**config.mk**
```make
export PLATFORM = sky130hd
export DESIGN_NAME = disp_scan_mux
export DESIGN_NICKNAME = d
export VERILOG_FILES = /design/src/rtl/disp_pkg.sv /design/src/rtl/disp_prescaler.sv /design/src/rtl/disp_scan_mux.sv
export SDC_FILE = /design/constraint.sdc
export NUM_CORES = 1
export LEC_CHECK = 0
export CAP_MARGIN = 0
export CELL_PAD_IN_SITES_DETAIL_PLACEMENT = 1
export CELL_PAD_IN_SITES_GLOBAL_PLACEMENT = 1
export CORE_MARGIN = 8
export CORE_UTILIZATION = 40
export CTS_CLUSTER_SIZE = 20
export DETAILED_ROUTE_END_ITERATION = 12
export MAX_ROUTING_LAYER = met4
export PLACE_DENSITY = 0.77
export SLEW_MARGIN = 15
export SYNTH_ARGS = -nofsm -noshare
export SYNTH_HDL_FRONTEND = slang
export SYNTH_SLANG_ARGS = --single-unit
```
**constraint.sdc**
```tcl
create_clock -name clk -period 6 [get_ports clk]
set_input_delay 0.9 -clock clk [delete_from_list [all_inputs] [get_ports clk]]
set_output_delay 0.9 -clock clk [all_outputs]
set_load 0.01 [all_outputs]
```
**src/rtl/disp_pkg.sv**
```systemverilog
// Shared constants and types for the multiplexed 4-digit display scanner.
package disp_pkg;

  localparam int unsigned NUM_DIGITS = 4;
  localparam int unsigned DIGIT_W    = 4;
  localparam logic [NUM_DIGITS-1:0] AN_OFF = 4'hF;

  typedef logic [DIGIT_W-1:0] digit_t;
  // Packed so that field k lines up with data[4k+3:4k].
  typedef digit_t [NUM_DIGITS-1:0] digits_t;

  // Digit k (k >= 1) is a leading zero when it and every digit above it are 0.
  function automatic logic [NUM_DIGITS-1:0] lzb_mask(input digits_t d);
    logic zero_above;
    lzb_mask   = '0;
    zero_above = 1'b1;
    for (int k = NUM_DIGITS - 1; k >= 1; k--) begin
      zero_above  = zero_above & (d[k] == '0);
      lzb_mask[k] = zero_above;
    end
  endfunction

endpackage

```
**src/rtl/disp_prescaler.sv**
```systemverilog
// Free-running scan prescaler; tick is high for one cycle every 2^DIV_W cycles.
module disp_prescaler #(
  parameter int unsigned DIV_W = 17
) (
  input  logic clk,
  input  logic rst,
  output logic tick
);

  logic [DIV_W-1:0] cnt_q, cnt_d;

  assign cnt_d = cnt_q + {{(DIV_W - 1){1'b0}}, 1'b1};
  assign tick  = &cnt_q;

  always_ff @(posedge clk or posedge rst) begin
    if (rst) begin
      cnt_q <= '0;
    end else begin
      cnt_q <= cnt_d;
    end
  end

endmodule

```
**src/rtl/disp_scan_mux.sv**
```systemverilog
// Four-digit display scan multiplexer with frame-synchronous (tear-free) updates.
// Define DISP_LZB_EN to enable automatic leading-zero blanking.
module disp_scan_mux
  import disp_pkg::*;
#(
  parameter int unsigned DIV_W = 17
) (
  input  logic                  clk,
  input  logic                  rst,
  input  logic                  load,
  input  logic [15:0]           data,
  input  logic [NUM_DIGITS-1:0] dp,
  input  logic [NUM_DIGITS-1:0] blank,
  output logic [DIGIT_W-1:0]    hex,
  output logic                  le,
  output logic                  pt,
  output logic [NUM_DIGITS-1:0] an,
  output logic                  pending
);

  logic tick;

  disp_prescaler #(
    .DIV_W (DIV_W)
  ) u_prescaler (
    .clk  (clk),
    .rst  (rst),
    .tick (tick)
  );

  logic [1:0]            idx_q, idx_d;
  digits_t               shd_data_q, shd_data_d, pnd_data_q, pnd_data_d;
  logic [NUM_DIGITS-1:0] shd_dp_q, shd_dp_d, pnd_dp_q, pnd_dp_d;
  logic [NUM_DIGITS-1:0] shd_blank_q, shd_blank_d, pnd_blank_q, pnd_blank_d;
  logic                  pending_q, pending_d;
  logic [DIGIT_W-1:0]    hex_q, hex_d;
  logic                  le_q, le_d, pt_q, pt_d;
  logic [NUM_DIGITS-1:0] an_q, an_d;
  logic [NUM_DIGITS-1:0] auto_blank;
  logic                  frame_end;

  always_comb begin
    idx_d       = idx_q;
    shd_data_d  = shd_data_q;
    shd_dp_d    = shd_dp_q;
    shd_blank_d = shd_blank_q;
    pnd_data_d  = pnd_data_q;
    pnd_dp_d    = pnd_dp_q;
    pnd_blank_d = pnd_blank_q;
    pending_d   = pending_q;
    hex_d       = hex_q;
    le_d        = le_q;
    pt_d        = pt_q;
    an_d        = an_q;
    auto_blank  = '0;
    frame_end   = tick && (idx_q == 2'd3);

    if (frame_end) begin
      // A load landing on the boundary bypasses the pending stage.
      if (load) begin
        shd_data_d  = data;
        shd_dp_d    = dp;
        shd_blank_d = blank;
      end else if (pending_q) begin
        shd_data_d  = pnd_data_q;
        shd_dp_d    = pnd_dp_q;
        shd_blank_d = pnd_blank_q;
      end
      pending_d = 1'b0;
    end else if (load) begin
      pnd_data_d  = data;
      pnd_dp_d    = dp;
      pnd_blank_d = blank;
      pending_d   = 1'b1;
    end

`ifdef DISP_LZB_EN
    auto_blank = lzb_mask(shd_data_d);
`else
    auto_blank = '0;
`endif

    // Outputs come from next-state shadow so digit 0 of a new frame is already fresh.
    if (tick) begin
      idx_d = idx_q + 2'd1;
      hex_d = shd_data_d[idx_d];
      pt_d  = shd_dp_d[idx_d];
      le_d  = shd_blank_d[idx_d] | auto_blank[idx_d];
      an_d  = ~(4'b0001 << idx_d);
    end
  end

  always_ff @(posedge clk or posedge rst) begin
    if (rst) begin
      idx_q       <= 2'd3;
      shd_data_q  <= '0;
      shd_dp_q    <= '0;
      shd_blank_q <= 4'hF;
      pnd_data_q  <= '0;
      pnd_dp_q    <= '0;
      pnd_blank_q <= '0;
      pending_q   <= 1'b0;
      hex_q       <= '0;
      le_q        <= 1'b1;
      pt_q        <= 1'b0;
      an_q        <= AN_OFF;
    end else begin
      idx_q       <= idx_d;
      shd_data_q  <= shd_data_d;
      shd_dp_q    <= shd_dp_d;
      shd_blank_q <= shd_blank_d;
      pnd_data_q  <= pnd_data_d;
      pnd_dp_q    <= pnd_dp_d;
      pnd_blank_q <= pnd_blank_d;
      pending_q   <= pending_d;
      hex_q       <= hex_d;
      le_q        <= le_d;
      pt_q        <= pt_d;
      an_q        <= an_d;
    end
  end

  assign hex     = hex_q;
  assign le      = le_q;
  assign pt      = pt_q;
  assign an      = an_q;
  assign pending = pending_q;

endmodule

```
---- Word-level counts from Yosys, hierarchy flattened ----
Cells that the tools add are included.
storage, ports and cells
  logic and storage cells ................. 50
  output and inout bits ................... 11
  bits in registers ....................... 78
operators by class
  add/subtract/negate cells ............... 2
  magnitude comparators ................... 1
  reduce and logical (&&, ||, !) cells .... 4
  multiplexer cells ....................... 19
  shift operators ......................... 1
  bitwise gates (word level) .............. 3
  equal/unequal tests ..................... 1
operators by type and width
  operator                                                               number
  16-bit 2-to-1 mux                                                      3
  4-bit 2-to-1 mux                                                       7
  17-bit by 1-bit adder with 17-bit output (second input constant)       1
  17-bit AND reduction                                                   1
  4-bit binary-select mux with 2-bit select                              1
  1-bit binary-select mux with 2-bit select                              3
  1-bit 2-to-1 mux                                                       5
  4-bit NOT                                                              1
  1-bit by 2-bit left shift with 4-bit output (first input constant)     1
  2-bit by 3-bit < comparator with 1-bit output (second input constant)  1
  2-bit by 1-bit adder with 2-bit output (second input constant)         1
  2-bit == test (second input constant)                                  1
  2-bit AND reduction                                                    1
  2-bit nonzero test                                                     1
  1-bit logical AND                                                      1
  1-bit NOT                                                              1
  1-bit OR                                                               1

---- Longest topological paths before layout ----
Gate-level depths: netlist of run 1.
  depth in word-level cells ............... 6
  depth in mapped cells ................... 13
  mapped depth without buffers ............ 10

---- Modules after synthesis ----
A second synthesis of run 1 with hierarchy kept.
second synthesis, totals
  cell total of the unflattened synthesis .. 321
  area total of the unflattened synthesis .. 3627.2 µm²
modules (own cells, without submodules)
  module          seq. area each (µm²)  cells an instance  times used  area an instance (µm²)
  disp_scan_mux   1540.2                258                1           2890.3
  disp_prescaler  425.4                 63                 1           737.0

---- Least setup slack after synthesis of run 1 ----
OpenSTA, ideal clock, no wires.
  path type ............................... reg-to-reg
  start point ............................. reg u_prescaler.cnt_q[0]
  end point ............................... reg pnd_blank_q[0]
  buffers on the path ..................... 3
  data required time ...................... 5875 ps
  data arrival time ....................... 2269 ps
  stages on the path, launching flop included .. 12
  slack ................................... 3606 ps
  library setup time ...................... 125 ps
  cell sequence ........................... dfrtp_1 > ha_1 > and3_1 > clkbuf_1 > nand2_1 > nor2_1 > ha_1 > and2_1 > buf_6 > nor2_2 > buf_4 > mux2_2
on the way
  word-level cells in the longest chain between the ends .. 4
ends and longest elaborated chain
  item                                  RTL line              source
  start: declaration                    disp_prescaler.sv:10  logic [DIV_W-1:0] cnt_q, cnt_d;
  start signal: assignment              disp_prescaler.sv:19  cnt_q <= cnt_d;
  17-bit AND reduction                  disp_prescaler.sv:13  assign tick = &cnt_q;
  via tick                              disp_scan_mux.sv:21   logic tick;
  1-bit logical AND                     disp_scan_mux.sv:56   frame_end = tick && (idx_q == 2'd3);
  1-bit NOT (no source line)            --
  2-bit AND reduction (no source line)  --
  end signal: assignment                disp_scan_mux.sv:114  pnd_blank_q <= pnd_blank_d;
  end: declaration                      disp_scan_mux.sv:34   logic [NUM_DIGITS-1:0] shd_blank_q, shd_blank_d, pnd_blank_q, pnd_blank_d;
The timed path passes the listed nets, and every way through them passes these cells.
A chain may end at the register's enable or synchronous reset.

---- Worst setup path after layout of run 1 ----
  start point ............................. reg u_prescaler.cnt_q[0]
  end point ............................... reg pnd_data_q[0] in the netlist's numbering
on the way
  word-level cells in the longest chain between the ends .. 4
ends and longest elaborated chain
  item                                  RTL line              source
  17-bit AND reduction                  disp_prescaler.sv:13
  via tick                              disp_scan_mux.sv:21
  1-bit logical AND                     disp_scan_mux.sv:56
  1-bit NOT (no source line)            --
  2-bit AND reduction (no source line)  --
  end signal: assignment                disp_scan_mux.sv:112  pnd_data_q <= pnd_data_d;
  end: declaration                      disp_scan_mux.sv:32   digits_t shd_data_q, shd_data_d, pnd_data_q, pnd_data_d;
The timed path passes the listed nets, and every way through them passes these cells.

==> results of run 1 <==
## power breakdown
| part | internal (mW) | leakage, nW | total [mW] | switching [mW] |
|---|---|---|---|---|
| combinational | 0.0360 | 0.770 | 0.0661 | 0.0301 |
| sequential | 0.544 | 0.948 | 0.554 | 0.00952 |
| clock | 0.198 | 0.102 | 0.419 | 0.221 |
| total | 0.778 | 1.82 | 1.04 | 0.261 |
## worst register-to-register path: stages, from the launching register on
cell	delay, ns
dfrtp_1	0.43
ha_1	0.25
and3_1	0.25
nand2_1	0.09
nor2_1	0.05
ha_1	0.18
buf_4	0.22
and2_1	0.42
nor2_2	0.54
buf_4	0.36
mux2_2	0.38
## path summary, 6_finish.rpt
kind,start,end,slack [ns],cells past startpoint
min in group asynchronous,rst,pnd_data_q[9]$_DFFE_PP0P_,0.88,2
worst min register to register,u_prescaler.cnt_q[13]$_DFF_PP0_,u_prescaler.cnt_q[13]$_DFF_PP0_,0.47,1
worst min-delay path,u_prescaler.cnt_q[13]$_DFF_PP0_,u_prescaler.cnt_q[13]$_DFF_PP0_,0.47,1
worst max register to register,u_prescaler.cnt_q[0]$_DFF_PP0_,pnd_data_q[0]$_DFFE_PP0P_,2.74,10
worst max-delay path,u_prescaler.cnt_q[0]$_DFF_PP0_,pnd_data_q[0]$_DFFE_PP0P_,2.74,10
max in group asynchronous,rst,shd_dp_q[1]$_DFF_PP0_,4.04,3
## cell families (layout without fill, tap and decap cells)
logic type,count (synthesis),in the layout,synth area share [%]
compound gates,93,93,15.6
simple gates,91,91,13.0
flops,78,78,53.7
buf+inv,29,67,4.10
mux,26,26,7.94
xor+xnor,15,15,3.59
fa+ha+maj,6,6,2.05
## per-stage QoR
stage / hold slack, ns / worst slack [ns] / cells
2_1_floorplan: 0.434 / 3.12 / 338
3_3_place_gp: 0.453 / 2.72 / 471
3_5_place_dp: 0.458 / 2.65 / 471
4_1_cts: 0.475 / 2.70 / 487
5_1_grt: 0.482 / 2.49 / 487
6_report: 0.474 / 2.74 / 487
## state kept, by name, summed over array words and instances (netlist names)
signal             flops
u_prescaler.cnt_q     17
pnd_data_q            16
shd_data_q            16
an                     4
hex                    4
pnd_blank_q            4
pnd_dp_q               4
shd_blank_q            4
shd_dp_q               4
idx_q                  2
le                     1
pending                1
pt                     1
## per-layer routing
metal,global-route usage [%],wire length [µm],vias up
met5,-,0,-
met4,7.66,191,0
met3,3.35,453,14
met2,26.7,4680,62
met1,20.3,4280,1397
li1,-,-,1293
## cell type report
type                            instances  area [µm²]
Clock inverter                          7        80.1
Inverter                                8        30.0
Multi-Input combinational cell        231        1540
Fill cell                             996        4770
Timing Repair Buffer                   43         415
Tap cell                              111         139
Clock buffer                            9         124
Sequential cell                        78        1970
## layout by cell type (no fill, tap or decap), types with 8 or more instances in the layout
master	netlist	routed
o21ai_0	19	19
nor2_1	26	26
a21oi_1	19	19
clkbuf_8	0	9
clkdlybuf4s50_1	0	37
nand3_1	12	12
nand2_1	16	16
xnor2_1	9	9
dfrtp_1	67	67
dfstp_2	11	11
mux2_2	24	24
o22ai_1	26	26
nor2b_1	8	8
==> results.md, run 1 <==
* Result of the run: finished clean
* Worst Path Class, Setup: register to register
* Number of hold-slack violations in the final timing report at 0
* CTS sink cnt at 78
* Critical path buffers and inverters at 2
* CP Launch Type: register
* List of most frequent post-synthesis cells: dfrtp_1 (67), nor2_1 (26), o22ai_1 (26)
* # rows at 35
* Cell chain of the critical path: ha_1 -> and3_1 -> nand2_1 -> nor2_1 -> ha_1 -> buf_4 -> and2_1 -> nor2_2 -> buf_4 -> mux2_2
* DRT Pass-1 Iters at 4
* Power consumption at slightly above 1 mW
* Final setup violating endpoints at 0
* Number of distinct standard cells referenced by the synthesized netlist at 43
* Sum of routed wire length over all layers at between 9 and 10 mm
* Cell with the largest stage delay on the worst path: nor2_2
* Flip-flop and latch count after synthesis at 78
* Layout Nets at approximately 400
* Overall global routing resource usage at roughly 17%
* Clock input transition at the sequential cells of the worst setup and hold paths at about 0.090 ns
* Number of buffers inserted by port buffering at 37
* Yosys warning total at 0
* Post-cts sizing count at 0
* Setup Total Neg Slack at 0 ns
* GRT Residual Overflow at 0
* DRT iter0 DRCs at between 100 and 150
* Relative slew slack at between 50% and 60%
* EDFF count, synth at 0
* Max Cap Viol at 0
* Largest buffer count on any clock path at 2
* Total power divided by cell area at 242 nW/µm²
* Share of Yosys cell area claimed by the top area cell type at a little under half
* Static leakage at approximately 1.8 nW
* Maximum cell stage delay along the critical path at 0.54 ns
* Maximum fanout encountered on the critical timing path at 24
* Largest net degree at the start of global routing at between 50 and 60
* Final design instance area without fill at between 4000 and 5000 µm²
* Clock Skew at approximately 0.018 ns
* Most instantiated library cell after synthesis: dfrtp_1
* Category of the worst setup path capture point: register
* Placeable core region at roughly 9100 µm²
* Final worst path period share at 54.3%
* Post-synthesis cell type with the largest combined area: dfrtp_1
* Least-Margin Pin Slew at ~0.74 ns
* Hold bufs inserted after CTS at 0
* Antenna violations before repair at 0
* Wire length of the first global-routing pass at around 16 mm
* End-of-flow core utilization at a little under half
* Cell area after technology mapping at around 3700 µm²
* Skew-Pair Late Insertion Delay at roughly 0.37 ns
* Sequential cell area fraction in the yosys report at 53.7%
* Arrival time at the worst endpoint at roughly 3.5 ns
* Die W at ~110 µm
* Clock tree from TritonCTS: done
* Die ar. at between 10,000 and 15,000 µm²
* Worst hold path class: register to register
* Fraction of registers with async set or reset after synthesis at between 90% and 100%
* # H-tree levels at 3
* Weighted congestion reported at the end of routability-driven placement at 0.775
* DR DRC count at 0
* Cells after Synth at 338
* Worst path top cell family by delay: simple AND/OR/NAND/NOR gates
* Vias per Instance at roughly 5.7
* CTS Buf Count at 9
* Ports placed on the boundary at 38
* Max Clk Rate at 307 MHz
* Number of nets produced by synthesis at approximately 370
* Root Driver: clkbuf_8
* Via count of the first global-routing pass at around 3.1k
* Post-route ant nets at 0
* Die Y at roughly 110 µm
* Initial standard-cell utilization of the core at between 40% and 50%
* Mean area per synthesized cell at ~11 µm²
* Vias at 2,766
* Average wire per cell in the routed design at 19.7 µm
* Layout-stage area growth over the synthesis result at 17.4%
* Ys flop type: dfrtp_1
* Peak ir drop on the vdd network at between 0.0001 and 0.00015 V
* Min cycle time layout at about 3.3 ns
* Worst endpoint required time at ~6.3 ns
* Half-perimeter wire length after placement at ~6.5 mm
* Number of pins exceeding their max-slew limit in the final report at 0
* Share of cells above drive strength 1 at about 16%
* Top cells by area, synth: dfrtp_1 (46%), dfstp_2 (7.9%), mux2_2 (7.4%)
* Post-CTS setup repair buffer count at 0
* N_diodes at 0
* RSZ-0062 raised after global routing: no
* Placed cell area at 4090 µm²
No activity file was read; power rests on OpenSTA's default activity.
==> run 2, diff against run 1 <==
PLACE_DENSITY = 0.8   (was 0.77)
clock period = 2.65 ns   (was 6 ns; I/O delays follow)
==> results.md, run 2 (synthesis gave the netlist of run 1 again) <==
* Post-route ant nets at 0 (unchanged)
* Ports placed on the boundary at 38 (unchanged)
* Least-Margin Pin Slew at 0.577 ns (-0.160 ns)
* Final worst path period share at 92.6% (+38 points)
* GRT Residual Overflow at 0 (unchanged)
* Clock input transition at the sequential cells of the worst setup and hold paths at 0.10 ns (about the same)
* CTS Buf Count at 9 (unchanged)
* Largest buffer count on any clock path at 2 (unchanged)
* Critical Path Start: u_prescaler.cnt_q[0]$_DFF_PP0_
* DRT iter0 DRCs at 155 (+17%)
* Area occupied by multi-input gates at 1560 µm² (+1.2%)
* Min cycle time layout at 2.45 ns (-0.806 ns)
* Part of the total power dissipated in combinational logic at 7.0% (+0.6 points)
* Leading cell types in the layout, fill and taps excluded: dfrtp_1 (67), clkdlybuf4s50_1 (37), nor2_1 (26), o22ai_1 (26), mux2_2 (24)
* Layout-stage area growth over the synthesis result at 21.1%
* Skew-Pair Late Insertion Delay at 0.36 ns (about the same)
* Power share of the sequential group at 55.2% (+1.9 points)
* Cell chain of the critical path: ha_1 -> and3_1 -> nand2_1 -> nor2_1 -> ha_4 -> and2_1 -> buf_12 -> nor2_2 -> buf_4 -> mux2_2
* Leading cell type in the layout, fill and taps excluded: dfrtp_1
* Vias at 2,902 (+4.9%)
* End-of-flow core utilization at 48.8% (+1.5 points)
* Max Clk Rate at 407 MHz (+33%)
* N_diodes at 0 (unchanged)
* Die W at 112 µm (unchanged)
* Sw power at 0.594 mW (+130%)
* # H-tree levels at 3 (unchanged)
* Largest register by flop count: u_prescaler.cnt_q
* Largest register FFs at 17 (unchanged)
* Category of the worst setup path capture point: register
* Peak ir drop on the vdd network at 0.000249 V (+84%)
* Vias per Instance at 5.79 (+2.0%)
* DRT Pass-1 Iters at 4 (unchanged)
* Weighted congestion reported at the end of routability-driven placement at 0.843 (+8.7%)
* Max Cap Viol at 0 (unchanged)
* Layout Nets at 418 (+3.5%)
* Top Registers: u_prescaler.cnt_q (17), pnd_data_q (16), shd_data_q (16)
* Arrival time at the worst endpoint at 2.69 ns (-0.82 ns)
* Sum of routed wire length over all layers at 9.86 mm (+2.7%)
* Relative slew slack at 61.5% (+11 points)
* Number of pins exceeding their max-slew limit in the final report at 0 (unchanged)
* Number of buffers inserted by port buffering at 37 (unchanged)
* Share of total power in the clock network at 37.9% (-2.4 points)
* Worst hold path class: primary input to async pin
* Half-perimeter wire length after placement at 6.89 mm (+5.6%)
* Result of the run: finished clean
* Worst path top cell family by delay: simple AND/OR/NAND/NOR gates
* Die Y at 112 µm (unchanged)
* Maximum cell stage delay along the critical path at 0.43 ns (-0.11 ns)
* Fraction of power spent switching nets at 26.1% (+1.0 points)
* Number of hold-slack violations in the final timing report at 0 (unchanged)
* Cell with the largest stage delay on the worst path: dfrtp_1
* Critical path buffers and inverters at 2 (unchanged)
* Power consumption at 2.27 mW (+120%)
* Worst endpoint required time at 2.89 ns (-3.36 ns)
* DR DRC count at 0 (unchanged)
* Antenna violations before repair at 0 (unchanged)
* Internal Dissipation at 1.68 mW (+120%)
* Overall global routing resource usage at 17.1% (+0.30 points)
* Worst Path Class, Setup: register to register
* Clock Skew at 0.0125 ns (-0.00516 ns)
* Root Driver: clkbuf_8
* Hold bufs inserted after CTS at 0 (unchanged)
* Share of cells above drive strength 1 at 20.0% (+3.5 points)
* Post-route insts no fill at 501 (+2.9%)
* Total power divided by cell area at 514 nW/µm² (+110%)
* Largest net degree at the start of global routing at 79 (+39%)
* Wire length of the first global-routing pass at 16.7 mm (+2.7%)
* Filler cell count in the final layout at 996 (unchanged)
* Clock tree from TritonCTS: done
* Average wire per cell in the routed design at 19.7 µm (-0.17%)
* Static leakage at 1.90 nW (+4.2%)
* Final setup violating endpoints at 0 (unchanged)
* Placeable core region at 9060 µm² (unchanged)
* Sequential cell area at 1970 µm² (unchanged)
* Via count of the first global-routing pass at 3,222 (+4.5%)
* R2R Path Start: u_prescaler.cnt_q[0]$_DFF_PP0_
* Die ar. at 12,500 µm² (unchanged)
* CTS sink cnt at 78 (unchanged)
* Initial standard-cell utilization of the core at 40.3% (unchanged)
* CP Launch Type: register
* Maximum fanout encountered on the critical timing path at 23 (-4.2%)
* # rows at 35 (unchanged)
* Total instance count after detailed placement at 483 (+2.5%)
run 2: worst paths after layout:
| check | slack [ns] | end | cells past startpoint |
|---|---|---|---|
| min in group clk | 0.47 | u_prescaler.cnt_q[13]$_DFF_PP0_ | 1 |
| max | 0.20 | pnd_data_q[0]$_DFFE_PP0P_ | 10 |
| min | 0.42 | pnd_data_q[9]$_DFFE_PP0P_ | 3 |
| max in group asynchronous | 1.82 | an[2]$_DFFE_PP1P_ | 3 |
| max reg2reg | 0.20 | pnd_data_q[0]$_DFFE_PP0P_ | 10 |
| min reg2reg | 0.47 | u_prescaler.cnt_q[13]$_DFF_PP0_ | 1 |
run 2: tightest hold or removal path, delay by kind of cell:
kind	cells	cell delay (ns)
buffers and inverters	3	0.81
run 2: power by group through the flow:
stage / registers [mW] / clock network [mW] / logic, mW
floorplan: 1.27 / 0 / 0.0864
global placement: 1.27 / 0 / 0.156
detailed placement: 1.28 / 0 / 0.161
CTS: 1.25 / 0.893 / 0.162
global route: 1.26 / 0.936 / 0.174
finish: 1.25 / 0.862 / 0.158
run 2: metal layers:
layer,global-route usage [%],share of wire [%],vias to the layer above
met5,-,0,-
met4,5.47,1.5,0
met2,28.2,51,48
met3,3.90,3.3,11
li1,-,-,1318
met1,20.4,45,1525
run 2: cell type report:
type	instances	area share, %
Inverter	8	0.678
Clock buffer	9	2.80
Clock inverter	7	1.44
Sequential cell	78	44.4
Multi-Input combinational cell	231	35.2
Timing Repair Buffer	57	12.3
Tap cell	111	3.14
run 2: per-stage QoR:
stage	cell area (µm²)	setup slack (ns)	hold slack, ns	TNS (ns)
floorplan	3660	0.256	0.434	0
global placement	4210	0.203	0.454	0
detailed placement	4210	0.0681	0.454	0
CTS	4390	0.0358	0.451	0
global route	4430	-0.00165	0.470	-0.00165
finish	4430	0.196	0.417	0
run 2: repair_timing:
action,in CTS,in global routing
setup buffers,0,2
gates resized for setup,0,4
endpoints found under the setup margin,0,31
==> run 3, diff against run 2 <==
CORE_MARGIN = unset   (was 8)
TNS_END_PERCENT = 5   (was unset)
==> results.md, run 3 (synthesis gave the netlist of run 1 again) <==
* Maximum cell stage delay along the critical path at 0.40 ns (-0.03 ns)
* Relative slew slack at 61.7% (+0.21 points)
* Number of hold-slack violations in the final timing report at 0 (unchanged)
* DRT iter0 DRCs at 192 (+24%)
* Layout Nets at 415 (-0.72%)
* Sw power at 0.537 mW (-9.6%)
* Final setup violating endpoints at 0 (unchanged)
* Depth of the worst register-to-register path at 11 (+1)
* Die ar. at 9530 µm² (-24%)
* Maximum fanout encountered on the critical timing path at 20 (-13%)
* Largest buffer count on any clock path at 2 (unchanged)
* Critical Path Start: u_prescaler.cnt_q[6]$_DFF_PP0_
* Initial standard-cell utilization of the core at 41.5% (+1.2 points)
* Global routing usage on met3 at 3.88% (-0.011 points)
* Cell type with the highest occurrence count on the critical path: and3_1
* Largest net degree at the start of global routing at 33 (-58%)
* Die Y at 97.6 µm (-13%)
* Largest register FFs at 17 (unchanged)
* Final worst path period share at 96.3% (+3.7 points)
* Clock input transition at the sequential cells of the worst setup and hold paths at 0.09 ns (about the same)
* Vias at 2,839 (-2.2%)
* Part of the total power dissipated in combinational logic at 7.1% (about the same)
* Failing checks: design-rule violations
* Critical path buffers and inverters at 2 (unchanged)
* Worst reg2reg endpoint: pt$_DFFE_PP0P_
* Weighted congestion reported at the end of routability-driven placement at 0.791 (-6.2%)
* Power consumption at 2.25 mW (-1.1%)
* CTS sink cnt at 78 (unchanged)
* Post-route ant nets at 0 (unchanged)
* Hold bufs inserted after CTS at 0 (unchanged)
* Max Cap Viol at 0 (unchanged)
* Number of pins exceeding their max-slew limit in the final report at 0 (unchanged)
* Leading cell types in the layout, fill and taps excluded: dfrtp_1 (67), clkdlybuf4s50_1 (37), o22ai_1 (26)
* Ports placed on the boundary at 38 (unchanged)
* Final worst setup slack at 0.0974 ns (-0.0983 ns)
* Cell chain of the critical path: and3_1 -> and3_1 -> nand2_1 -> nor2_2 -> ha_4 -> buf_6 -> inv_1 -> or3_4 -> o22ai_1 -> o32ai_1 -> o311ai_1
* Share of cells above drive strength 1 at 19.9% (-0.10 points)
* GRT Residual Overflow at 0 (unchanged)
* Via count of the first global-routing pass at 3,040 (-5.6%)
* Clock tree from TritonCTS: done
* Clock Skew at 0.0148 ns (+0.00234 ns)
* Sum of routed wire length over all layers at 9.36 mm (-5.1%)
* Worst endpoint required time at 2.91 ns (+0.02 ns)
* Fraction of power spent switching nets at 23.8% (-2.3 points)
* Internal Dissipation at 1.71 mW (+2.0%)
* Wire length of the first global-routing pass at 15.5 mm (-7.1%)
* N_diodes at 0 (unchanged)
* Worst Path Class, Setup: register to register
* DRT Pass-1 Iters at 8 (+4)
* Placeable core region at 8810 µm² (-2.9%)
* # rows at 34 (-2.9%)
* Total power divided by cell area at 509 nW/µm² (-0.86%)
* CP Launch Type: register
* Cell count along the critical path at 11 (+1)
* Half-perimeter wire length after placement at 6.58 mm (-4.4%)
* GR met2 Demand/Resource at 33.4% (+5.3 points)
* Peak ir drop on the vdd network at 0.000268 V (+7.9%)
* Average wire per cell in the routed design at 18.9 µm (-3.9%)
* Max Clk Rate at 392 MHz (-3.9%)
* Number of buffers inserted by port buffering at 37 (unchanged)
* CTS Buf Count at 9 (unchanged)
* Layout-stage area growth over the synthesis result at 20.8%
* Vias per Instance at 5.74 (-0.99%)
* Largest register by flop count: u_prescaler.cnt_q
* Share of total power in the clock network at 37.2% (-0.7 points)
* Root Driver: clkbuf_8
* Flop2flop setup slack at 0.1 ns (-0.10 ns)
* Global-route met1 utilization at 28.2% (+7.8 points)
* DR DRC count at 6 (+6)
* Top Registers: u_prescaler.cnt_q (17), pnd_data_q (16), shd_data_q (16)
* Post-cts sizing count at 0 (unchanged)
* Post-CTS setup repair buffer count at 0 (unchanged)
* Leading cell type in the layout, fill and taps excluded: dfrtp_1
* Overall global routing resource usage at 21.5% (+4.4 points)
* Arrival time at the worst endpoint at 2.81 ns (+0.12 ns)
* Result of the run: complete, but fails checks
* R2R Path Start: u_prescaler.cnt_q[6]$_DFF_PP0_
* Die W at 97.6 µm (-13%)
* Busiest layer in global routing: met2
* Post-placement worst setup slack at 0.0841 ns (+0.0160 ns)
* Static leakage at 1.88 nW (-0.64%)
* Min cycle time layout at 2.55 ns (+0.0983 ns)
* Power share of the sequential group at 55.7% (+0.5 points)
* Worst hold path class: primary input to async pin
* Least-Margin Pin Slew at 0.573 ns (-0.00404 ns)
* Cell with the largest stage delay on the worst path: dfrtp_1
* Category of the worst setup path capture point: register
* Skew-Pair Late Insertion Delay at 0.35 ns (about the same)
* Antenna violations before repair at 0 (unchanged)
* Worst path top cell family by delay: simple AND/OR/NAND/NOR gates
* # H-tree levels at 3 (unchanged)
## run 3: final cells by class
cell class	count	area, µm²
fillers	965	4390
flip-flops and latches	78	1970
multi-input cells	231	1580
repair buffers	54	527
clock buffers	12	155
well taps	108	135
inverters	8	30.0
clock inverters	4	28.8
## run 3: worst max path at each step
stage                            endpoint  slack, ns
2_1_floorplan  pnd_blank_q[0]$_DFFE_PP0P_       0.26
3_3_place_gp           hex[2]$_DFFE_PP0P_       0.21
3_5_place_dp               le$_DFFE_PP1P_       0.08
4_1_cts                    le$_DFFE_PP1P_       0.04
5_1_grt                    pt$_DFFE_PP0P_      -0.03
6_report                   pt$_DFFE_PP0P_        0.1
## run 3: worst reg2reg max path, stage by stage, from the launching register on
cell and delay (ns):
dfrtp_1 0.40, and3_1 0.21, and3_1 0.24, nand2_1 0.10
nor2_2 0.17, ha_4 0.21, buf_6 0.20, inv_1 0.11
or3_4 0.40, o22ai_1 0.20, o32ai_1 0.14, o311ai_1 0.09
## run 3: stage by stage
stage                     instance area (µm²)  util (%)  setup TNS (ns)  hold WS (ns)  std cells
after floorplan                          3660         -               0         0.434        338
after global placement                   4200      47.6               0         0.454        479
after detailed placement                 4200      47.6               0         0.460        479
after CTS                                4380      49.7               0         0.427        495
after global routing                     4420      50.2         -0.0337         0.457        495
final                                    4420      50.2               0         0.416        495
## run 3: per-layer routing
metal	part of all wire (%)	up-vias	wire [µm]
li1	-	1316	-
met1	46	1450	4300
met2	49	58	4580
met3	3.7	15	345
met4	1.4	0	132
met5	0	-	0
## run 3: power by group through the flow
| stage | clock [mW] | sequential [mW] | combinational, mW |
|---|---|---|---|
| finish | 0.838 | 1.25 | 0.160 |
| global route | 0.909 | 1.26 | 0.176 |
| CTS | 0.861 | 1.25 | 0.163 |
| detailed placement | 0 | 1.28 | 0.162 |
| global placement | 0 | 1.27 | 0.159 |
| floorplan | 0 | 1.27 | 0.0864 |
